**src/rtl/caf_pkg.sv**
```systemverilog
// rtl/caf_pkg.sv - shared state encoding and slice offset helper for the CAF sweep controller
package caf_pkg;

   typedef enum logic [2:0] {
      ST_IDLE    = 3'd0,
      ST_CONFIG  = 3'd1,
      ST_STREAM  = 3'd2,
      ST_COLLECT = 3'd3,
      ST_REPORT  = 3'd4
   } caf_state_e;

   typedef struct packed {
      logic        neg;
      logic [30:0] mag;
   } caf_offset_t;

   // Slice k sits at signed offset k - foas/2, so the sweep is centred on zero.
   function automatic caf_offset_t caf_offset(input int k, input int foas);
      caf_offset_t o;
      int          s;
      s     = k - (foas / 2);
      o.neg = (s < 0);
      o.mag = 31'(o.neg ? -s : s);
      return o;
   endfunction

endpackage

```
**src/rtl/caf_sweep_ctrl_if.sv**
```systemverilog
// rtl/caf_sweep_ctrl_if.sv - host, configuration, sample, result and report signals of the sweep controller
interface caf_sweep_ctrl_if #(
   parameter int phase_bits          = 10,
   parameter int foas_counter_bits   = 3,
   parameter int length_counter_bits = 3,
   parameter int out_max_bits        = 64
);

   logic                           start;
   logic [phase_bits-1:0]          spacing;
   logic                           busy;

   logic                           cfg_valid;
   logic                           cfg_ready;
   logic [phase_bits-1:0]          cfg_step;
   logic                           cfg_neg;
   logic [foas_counter_bits-1:0]   cfg_index;

   logic                           smp_en;
   logic                           smp_valid;
   logic                           smp_ready;

   logic                           res_valid;
   logic                           res_ready;
   logic [out_max_bits-1:0]        res_max;
   logic [length_counter_bits-1:0] res_lag;

   logic [out_max_bits-1:0]        best_max;
   logic [length_counter_bits-1:0] best_lag;
   logic [foas_counter_bits-1:0]   best_foa;
   logic                           done_valid;
   logic                           done_ready;

   modport master (
      output start, spacing, cfg_ready, smp_valid, smp_ready,
             res_valid, res_max, res_lag, done_ready,
      input  busy, cfg_valid, cfg_step, cfg_neg, cfg_index, smp_en,
             res_ready, best_max, best_lag, best_foa, done_valid
   );

   modport slave (
      input  start, spacing, cfg_ready, smp_valid, smp_ready,
             res_valid, res_max, res_lag, done_ready,
      output busy, cfg_valid, cfg_step, cfg_neg, cfg_index, smp_en,
             res_ready, best_max, best_lag, best_foa, done_valid
   );

endinterface

```
**src/rtl/caf_peak_tracker.sv**
```systemverilog
// rtl/caf_peak_tracker.sv - running global peak over per-slice results of one sweep
module caf_peak_tracker #(
   parameter int foas                = 3,
   parameter int foas_counter_bits   = 3,
   parameter int length_counter_bits = 3,
   parameter int out_max_bits        = 64
) (
   input  logic                           clk,
   input  logic                           reset,
   input  logic                           clear_i,
   input  logic                           accept_i,
   input  logic [out_max_bits-1:0]        res_max_i,
   input  logic [length_counter_bits-1:0] res_lag_i,
   output logic [out_max_bits-1:0]        best_max_o,
   output logic [length_counter_bits-1:0] best_lag_o,
   output logic [foas_counter_bits-1:0]   best_foa_o,
   output logic                           last_o
);

   localparam logic [foas_counter_bits-1:0] LastIndex = foas_counter_bits'(foas - 1);

   logic [foas_counter_bits-1:0]   count_q;
   logic [out_max_bits-1:0]        best_max_q;
   logic [length_counter_bits-1:0] best_lag_q;
   logic [foas_counter_bits-1:0]   best_foa_q;

   always_ff @(posedge clk) begin
      if (reset || clear_i) begin
         count_q    <= '0;
         best_max_q <= '0;
         best_lag_q <= '0;
         best_foa_q <= '0;
      end else if (accept_i) begin
         // Strict compare keeps the earlier slice on ties; the first result always loads.
         if ((count_q == '0) || (res_max_i > best_max_q)) begin
            best_max_q <= res_max_i;
            best_lag_q <= res_lag_i;
            best_foa_q <= count_q;
         end
         count_q <= count_q + foas_counter_bits'(1);
      end
   end

   assign best_max_o = best_max_q;
   assign best_lag_o = best_lag_q;
   assign best_foa_o = best_foa_q;
   assign last_o     = (count_q == LastIndex);

endmodule

```
**src/rtl/caf_sweep_ctrl.sv**
```systemverilog
// rtl/caf_sweep_ctrl.sv - runs one cross-ambiguity sweep: slice config, sample gating, peak collection, report
module caf_sweep_ctrl
   import caf_pkg::*;
#(
   parameter int phase_bits          = 10,
   parameter int foas                = 3,
   parameter int foas_counter_bits   = 3,
   parameter int length              = 5,
   parameter int length_counter_bits = 3,
   parameter int out_max_bits        = 64
) (
   input logic             clk,
   input logic             reset,
   caf_sweep_ctrl_if.slave bus
);

   localparam logic [foas_counter_bits-1:0]   LastIndex = foas_counter_bits'(foas - 1);
   localparam logic [length_counter_bits-1:0] BeatTotal = length_counter_bits'(length);

   caf_state_e                     state_q;
   logic [phase_bits-1:0]          spacing_q;
   logic [length_counter_bits-1:0] beat_cnt_q;
   logic [foas_counter_bits-1:0]   cfg_index_q;
   logic [phase_bits-1:0]          cfg_step_q;
   logic                           cfg_neg_q;
   logic                           cfg_valid_q;
   logic                           busy_q;
   logic                           smp_en_q;
   logic                           res_ready_q;
   logic                           done_valid_q;

   logic [foas_counter_bits-1:0]   cfg_index_d;
   caf_offset_t                    off_start_d;
   caf_offset_t                    off_next_d;
   logic [phase_bits-1:0]          step_start_d;
   logic [phase_bits-1:0]          step_next_d;
   logic                           start_acc;
   logic                           res_acc;
   logic                           last_res;

   // Step products wrap modulo 2^phase_bits, matching the engine's phase accumulator.
   assign cfg_index_d  = cfg_index_q + foas_counter_bits'(1);
   assign off_start_d  = caf_offset(0, foas);
   assign off_next_d   = caf_offset(int'(cfg_index_d), foas);
   assign step_start_d = phase_bits'(off_start_d.mag * 31'(bus.spacing));
   assign step_next_d  = phase_bits'(off_next_d.mag * 31'(spacing_q));

   assign start_acc = (state_q == ST_IDLE) && bus.start;
   assign res_acc   = res_ready_q && bus.res_valid;

   caf_peak_tracker #(
      .foas                (foas),
      .foas_counter_bits   (foas_counter_bits),
      .length_counter_bits (length_counter_bits),
      .out_max_bits        (out_max_bits)
   ) u_peak (
      .clk        (clk),
      .reset      (reset),
      .clear_i    (start_acc),
      .accept_i   (res_acc),
      .res_max_i  (bus.res_max),
      .res_lag_i  (bus.res_lag),
      .best_max_o (bus.best_max),
      .best_lag_o (bus.best_lag),
      .best_foa_o (bus.best_foa),
      .last_o     (last_res)
   );

   always_ff @(posedge clk) begin
      if (reset) begin
         state_q      <= ST_IDLE;
         spacing_q    <= '0;
         beat_cnt_q   <= '0;
         cfg_index_q  <= '0;
         cfg_step_q   <= '0;
         cfg_neg_q    <= 1'b0;
         cfg_valid_q  <= 1'b0;
         busy_q       <= 1'b0;
         smp_en_q     <= 1'b0;
         res_ready_q  <= 1'b0;
         done_valid_q <= 1'b0;
      end else begin
         case (state_q)
            ST_IDLE: begin
               if (bus.start) begin
                  spacing_q   <= bus.spacing;
                  beat_cnt_q  <= '0;
                  busy_q      <= 1'b1;
                  cfg_valid_q <= 1'b1;
                  cfg_index_q <= '0;
                  cfg_step_q  <= step_start_d;
                  cfg_neg_q   <= off_start_d.neg;
                  state_q     <= ST_CONFIG;
               end
            end
            ST_CONFIG: begin
               if (cfg_valid_q && bus.cfg_ready) begin
                  if (cfg_index_q == LastIndex) begin
                     cfg_valid_q <= 1'b0;
                     smp_en_q    <= 1'b1;
                     state_q     <= ST_STREAM;
                  end else begin
                     cfg_index_q <= cfg_index_d;
                     cfg_step_q  <= step_next_d;
                     cfg_neg_q   <= off_next_d.neg;
                  end
               end
            end
            ST_STREAM: begin
               // The counter saturates at length, so a beat slipping through the last enabled cycle is not counted.
               if (beat_cnt_q == BeatTotal) begin
                  smp_en_q    <= 1'b0;
                  res_ready_q <= 1'b1;
                  state_q     <= ST_COLLECT;
               end else if (bus.smp_valid && bus.smp_ready) begin
                  beat_cnt_q <= beat_cnt_q + length_counter_bits'(1);
               end
            end
            ST_COLLECT: begin
               if (res_acc && last_res) begin
                  res_ready_q  <= 1'b0;
                  done_valid_q <= 1'b1;
                  state_q      <= ST_REPORT;
               end
            end
            ST_REPORT: begin
               if (bus.done_ready) begin
                  done_valid_q <= 1'b0;
                  busy_q       <= 1'b0;
                  state_q      <= ST_IDLE;
               end
            end
            default: state_q <= ST_IDLE;
         endcase
      end
   end

   assign bus.busy       = busy_q;
   assign bus.cfg_valid  = cfg_valid_q;
   assign bus.cfg_step   = cfg_step_q;
   assign bus.cfg_neg    = cfg_neg_q;
   assign bus.cfg_index  = cfg_index_q;
   assign bus.smp_en     = smp_en_q;
   assign bus.res_ready  = res_ready_q;
   assign bus.done_valid = done_valid_q;

endmodule
```
**src/flat_wrapper.sv**
```systemverilog
// flat-port wrapper written by rule: the top's interface ports become plain ports
module caf_sweep_ctrl_flat import caf_pkg::*;
#(
   parameter int phase_bits          = 10,
   parameter int foas                = 3,
   parameter int foas_counter_bits   = 3,
   parameter int length              = 5,
   parameter int length_counter_bits = 3,
   parameter int out_max_bits        = 64
)
  (clk, reset, bus_start, bus_spacing, bus_cfg_ready, bus_smp_valid, bus_smp_ready, bus_res_valid, bus_res_max, bus_res_lag, bus_done_ready, bus_busy, bus_cfg_valid, bus_cfg_step, bus_cfg_neg, bus_cfg_index, bus_smp_en, bus_res_ready, bus_best_max, bus_best_lag, bus_best_foa, bus_done_valid);
  caf_sweep_ctrl_if #(.phase_bits(phase_bits), .foas_counter_bits(foas_counter_bits), .length_counter_bits(length_counter_bits), .out_max_bits(out_max_bits)) bus_i ();
  input logic clk;
  input logic reset;
  input wire logic [$bits(bus_i.start)-1:0] bus_start;
  input wire logic [$bits(bus_i.spacing)-1:0] bus_spacing;
  input wire logic [$bits(bus_i.cfg_ready)-1:0] bus_cfg_ready;
  input wire logic [$bits(bus_i.smp_valid)-1:0] bus_smp_valid;
  input wire logic [$bits(bus_i.smp_ready)-1:0] bus_smp_ready;
  input wire logic [$bits(bus_i.res_valid)-1:0] bus_res_valid;
  input wire logic [$bits(bus_i.res_max)-1:0] bus_res_max;
  input wire logic [$bits(bus_i.res_lag)-1:0] bus_res_lag;
  input wire logic [$bits(bus_i.done_ready)-1:0] bus_done_ready;
  output wire logic [$bits(bus_i.busy)-1:0] bus_busy;
  output wire logic [$bits(bus_i.cfg_valid)-1:0] bus_cfg_valid;
  output wire logic [$bits(bus_i.cfg_step)-1:0] bus_cfg_step;
  output wire logic [$bits(bus_i.cfg_neg)-1:0] bus_cfg_neg;
  output wire logic [$bits(bus_i.cfg_index)-1:0] bus_cfg_index;
  output wire logic [$bits(bus_i.smp_en)-1:0] bus_smp_en;
  output wire logic [$bits(bus_i.res_ready)-1:0] bus_res_ready;
  output wire logic [$bits(bus_i.best_max)-1:0] bus_best_max;
  output wire logic [$bits(bus_i.best_lag)-1:0] bus_best_lag;
  output wire logic [$bits(bus_i.best_foa)-1:0] bus_best_foa;
  output wire logic [$bits(bus_i.done_valid)-1:0] bus_done_valid;
  assign bus_i.start = bus_start;
  assign bus_i.spacing = bus_spacing;
  assign bus_i.cfg_ready = bus_cfg_ready;
  assign bus_i.smp_valid = bus_smp_valid;
  assign bus_i.smp_ready = bus_smp_ready;
  assign bus_i.res_valid = bus_res_valid;
  assign bus_i.res_max = bus_res_max;
  assign bus_i.res_lag = bus_res_lag;
  assign bus_i.done_ready = bus_done_ready;
  assign bus_busy = bus_i.busy;
  assign bus_cfg_valid = bus_i.cfg_valid;
  assign bus_cfg_step = bus_i.cfg_step;
  assign bus_cfg_neg = bus_i.cfg_neg;
  assign bus_cfg_index = bus_i.cfg_index;
  assign bus_smp_en = bus_i.smp_en;
  assign bus_res_ready = bus_i.res_ready;
  assign bus_best_max = bus_i.best_max;
  assign bus_best_lag = bus_i.best_lag;
  assign bus_best_foa = bus_i.best_foa;
  assign bus_done_valid = bus_i.done_valid;
  caf_sweep_ctrl #(.phase_bits(phase_bits), .foas(foas), .foas_counter_bits(foas_counter_bits), .length(length), .length_counter_bits(length_counter_bits), .out_max_bits(out_max_bits)) u_core (.clk(clk), .reset(reset), .bus(bus_i));
endmodule
```
**config.mk**
```make
export PLATFORM = sky130hd
export DESIGN_NAME = caf_sweep_ctrl_flat
export DESIGN_NICKNAME = d
export VERILOG_FILES = /design/src/rtl/caf_pkg.sv /design/src/rtl/caf_sweep_ctrl_if.sv /design/src/rtl/caf_peak_tracker.sv /design/src/rtl/caf_sweep_ctrl.sv /design/src/flat_wrapper.sv
export SDC_FILE = /design/constraint.sdc
export NUM_CORES = 1
export LEC_CHECK = 0
export ABC_AREA = 1
export BUFFER_PORTS_ARGS = -buffer_cell sky130_fd_sc_hd__buf_2
export CORE_AREA = 5 5 131 133
export DETAILED_ROUTE_END_ITERATION = 8
export DIE_AREA = 0 0 136 138
export PLACE_DENSITY = 0.81
export RECOVER_POWER = 50
export SYNTH_ARGS = -nofsm -noshare
export SYNTH_HDL_FRONTEND = slang
export SYNTH_SLANG_ARGS = --single-unit
```
**constraint.sdc**
```tcl
create_clock -name clk -period 4.98 [get_ports clk]
set_input_delay 0.996 -clock clk [delete_from_list [all_inputs] [get_ports clk]]
set_output_delay 0.996 -clock clk [all_outputs]
set_load 0.03 [all_outputs]
```
==> results.toml <==
[power_and_ir_drop]
vdd_ir_drop_max_uv = 393
intPower_mw = 1.81
power_per_cell_area_mw_per_mm2 = 328
power.switching_mw = 1.18
swShare_pct = 39.4
leakagePower_nw = 4.26
comb_power_share_pct = 39.5
p_total_mw = 2.99
p_seq_share_pct = 34.1
power_frac_clock_pct = 26.4

[placement]
dp_hpwl_mm = 15.3
dp_slack_ns = 0.0652
port-buffer-count = 173
placed_cells = 1497
gp_congestion = 0.887

[run]
max-cap-violations = 0

[drt]
wire_per_inst_um = 13.3
dr.first_iter.drc_count = 381
drc_errors = 0
totalWireLength_mm = 20.2
vias = 7505
first_pass_iters = 5
vias_per_cell = 4.96
drtAntennaViolNets = 0

[sta]
hold_viol_final = 0
setup_viol = 0
finalCritPeriodShare_pct = 96.1
timing.hold.ws_ns = 0.468
timing.final.crit_period_ns = 4.79
max_freq_mhz = 209
finalClockSkew_ns = 0.0109
finalWorstSetupSlack_ns = 0.192
tightest_slew_ns = 0.980
drv_slew = 0
relSlewSlack_pct = 34.7

[floorplanning]
ios = 174
rows = 46
dieArea_mm2 = 0.0188
core_mm2 = 0.0157
die_w_um = 136
die_h_um = 138
initial_utilization_pct = 49.6

[logic_synthesis]
synth.distinct_cells = 38
ys_seq_area_share_pct = 27.8
ys_seq_elements = 108
synth.avg_cell_area_um2 = 6.93
syn_inst = 1123
ys_warn_count = 0
syn_area_mm2 = 0.00779

[global_route]
grt_pass1_vias = 7017
grt_antenna_before_repair = 2
grtUsageTotal_pct = 21.3
grt_max_degree = 101
grt_pass1_wl_mm = 33.3
grt-ovfl-total = 0

[clock_network]
clockBufferDepth = 2
root_buffer = "clkbuf_16"
clock_sinks = 108
h-tree-depth = 3
hold_buffers = 0
clk_latency_ns = 0.35
cts_tree = "built"
clkSlewWorstSetupHoldPaths_ns = 0.07
cts_inserted_buffers = 9

[worst_hold_path]
hp-start = "u_core.bus.done_valid"
hold_class = "flip-flop to flip-flop"

[worst_setup_path]
regToRegStartpoint = "u_core.bus.cfg_index[1]"
crit_fanout = 6
worstPathRequired_ns = 5.27
critical_path_arrival_ns = 5.07
crit_start = "u_core.bus.cfg_index[1]"
endpoint_kind = "flip-flop"
critPathKind = "flip-flop to flip-flop"
start_kind = "flip-flop"

[layout]
most-common-layout-cells = "inv_1, nand2_1, a21oi_1, dfxtp_1, nor2_1"
final_cells = 1514
drive_gt1_share_pct = 10.9
finalNetCount = 1496
syn2layout_area_growth_pct = 17.1
post-route-util_pct = 58.0

[outcome]
status = "finished clean"
==> metal layers <==
| layer | wire length, um | GRT usage, % |
|---|---|---|
| met1 | 8910 | 28.0 |
| met4 | 382 | 6.37 |
| met5 | 13 | 0 |
| met2 | 9510 | 35.4 |
| met3 | 1360 | 3.99 |
==> registers in the layout, summed over array words and instances, names as in the netlist <==
signal	flops
u_core.u_peak.best_max_o	64
u_core.bus.cfg_step	10
u_core.spacing_q	10
u_core.beat_cnt_q	3
u_core.bus.cfg_index	3
u_core.state_q	3
u_core.u_peak.best_foa_o	3
u_core.u_peak.best_lag_o	3
u_core.u_peak.count_q	3
u_core.bus.busy	1
u_core.bus.cfg_neg	1
u_core.bus.cfg_valid	1
u_core.bus.done_valid	1
u_core.bus.res_ready	1
u_core.bus.smp_en	1
==> path summary, 6_finish.rpt <==
kind | to | slack [ns] | cells past startpoint
worst min register to register | u_core.bus.done_valid | 0.47 | 2
worst max-delay path | u_core.bus.cfg_step[8] | 0.19 | 24
worst max register to register | u_core.bus.cfg_step[8] | 0.19 | 24
worst min-delay path | u_core.bus.done_valid | 0.47 | 2
==> worst max-delay path, stage by stage (launching register included) <==
cell      delay, ns
dfxtp_4        0.37
inv_1          0.04
ha_1           0.30
nor2_2         0.14
nand2_1        0.10
o21ai_2        0.17
buf_4          0.17
nand2_1        0.07
fa_1           0.47
inv_1          0.07
ha_1           0.23
ha_1           0.29
inv_1          0.06
fa_1           0.52
inv_1          0.05
fa_1           0.46
ha_4           0.30
inv_1          0.05
or2_2          0.29
nand2_1        0.07
nand2_1        0.06
a21o_1         0.16
nand3_1        0.06
o211ai_1       0.09
a21oi_1        0.13
==> cell families (layout without fill, tap and decap cells) <==
logic type	Yosys count	in the layout	share of synthesized area, %
AND/OR/NAND/NOR	434	434	23.4
other	2	22	0.0965
adder cells (fa/ha/maj)	118	118	21.1
flip-flops	108	108	27.8
buffers and inverters	262	417	13.8
XOR/XNOR	8	8	0.900
AO/OA/AOI/OAI	191	191	13.0
==> through the flow <==
stage	instance area [um^2]	setup TNS [ns]
after floorplan	7860	0
after global placement	8840	0
after detailed placement	8840	0
after CTS	9160	0
after global routing	9110	-0.117
final	9110	0
==> area by class of cell <==
class | count | area [um^2]
fillers | 1475 | 6600
flip-flops and latches | 108 | 2170
diodes | 1 | 2.50
well taps | 216 | 270
clock inverters | 5 | 83.8
multi-input cells | 772 | 4670
clock buffers | 10 | 239
repair buffers | 186 | 871
inverters | 216 | 813
==> synth_stat cells, drive strengths merged <==
master    n  area share, %
o21bai    2           0.19
buf      28            2.6
o21a      5           0.48
o211a     1           0.13
nor3     10           0.77
o21ai    36            2.4
nor4      1           0.16
clkbuf   18           0.87
nand4     8           0.64
a22oi     1          0.096
a211oi    1          0.096
ha       96             15
and2      1          0.080
a21oi   135            8.7
nor2    106            5.1
nand3b    2           0.19
dfxtp   108             28
xor2      5           0.56
or2       3           0.24
and3      2           0.16
inv     216             10
fa       22            5.7
a31oi     6           0.48
nand3    89            5.7
a21o      3           0.29
nand2   212             10
conb      2          0.096
o211ai    1          0.096
xnor2     3           0.34
==> power by group through the flow <==
| stage | Clock [mW] | Sequential (mW) | Combinational, mW |
|---|---|---|---|
| 6_report | 0.790 | 1.02 | 1.18 |
| 5_1_grt | 0.844 | 1.03 | 1.34 |
| 4_1_cts | 0.809 | 1.02 | 1.14 |
| 3_5_place_dp | 0 | 1.03 | 1.14 |
| 3_3_place_gp | 0 | 1.04 | 1.10 |
| 2_1_floorplan | 0 | 1.13 | 0.718 |
==> timing repair <==
action / 4_1_cts / 5_1_grt
setup endpoints to repair: 0 / 3
buffers inserted: 0 / 1
gates resized for setup: 0 / 11
Note: power is estimated with default switching activity, not from simulation.
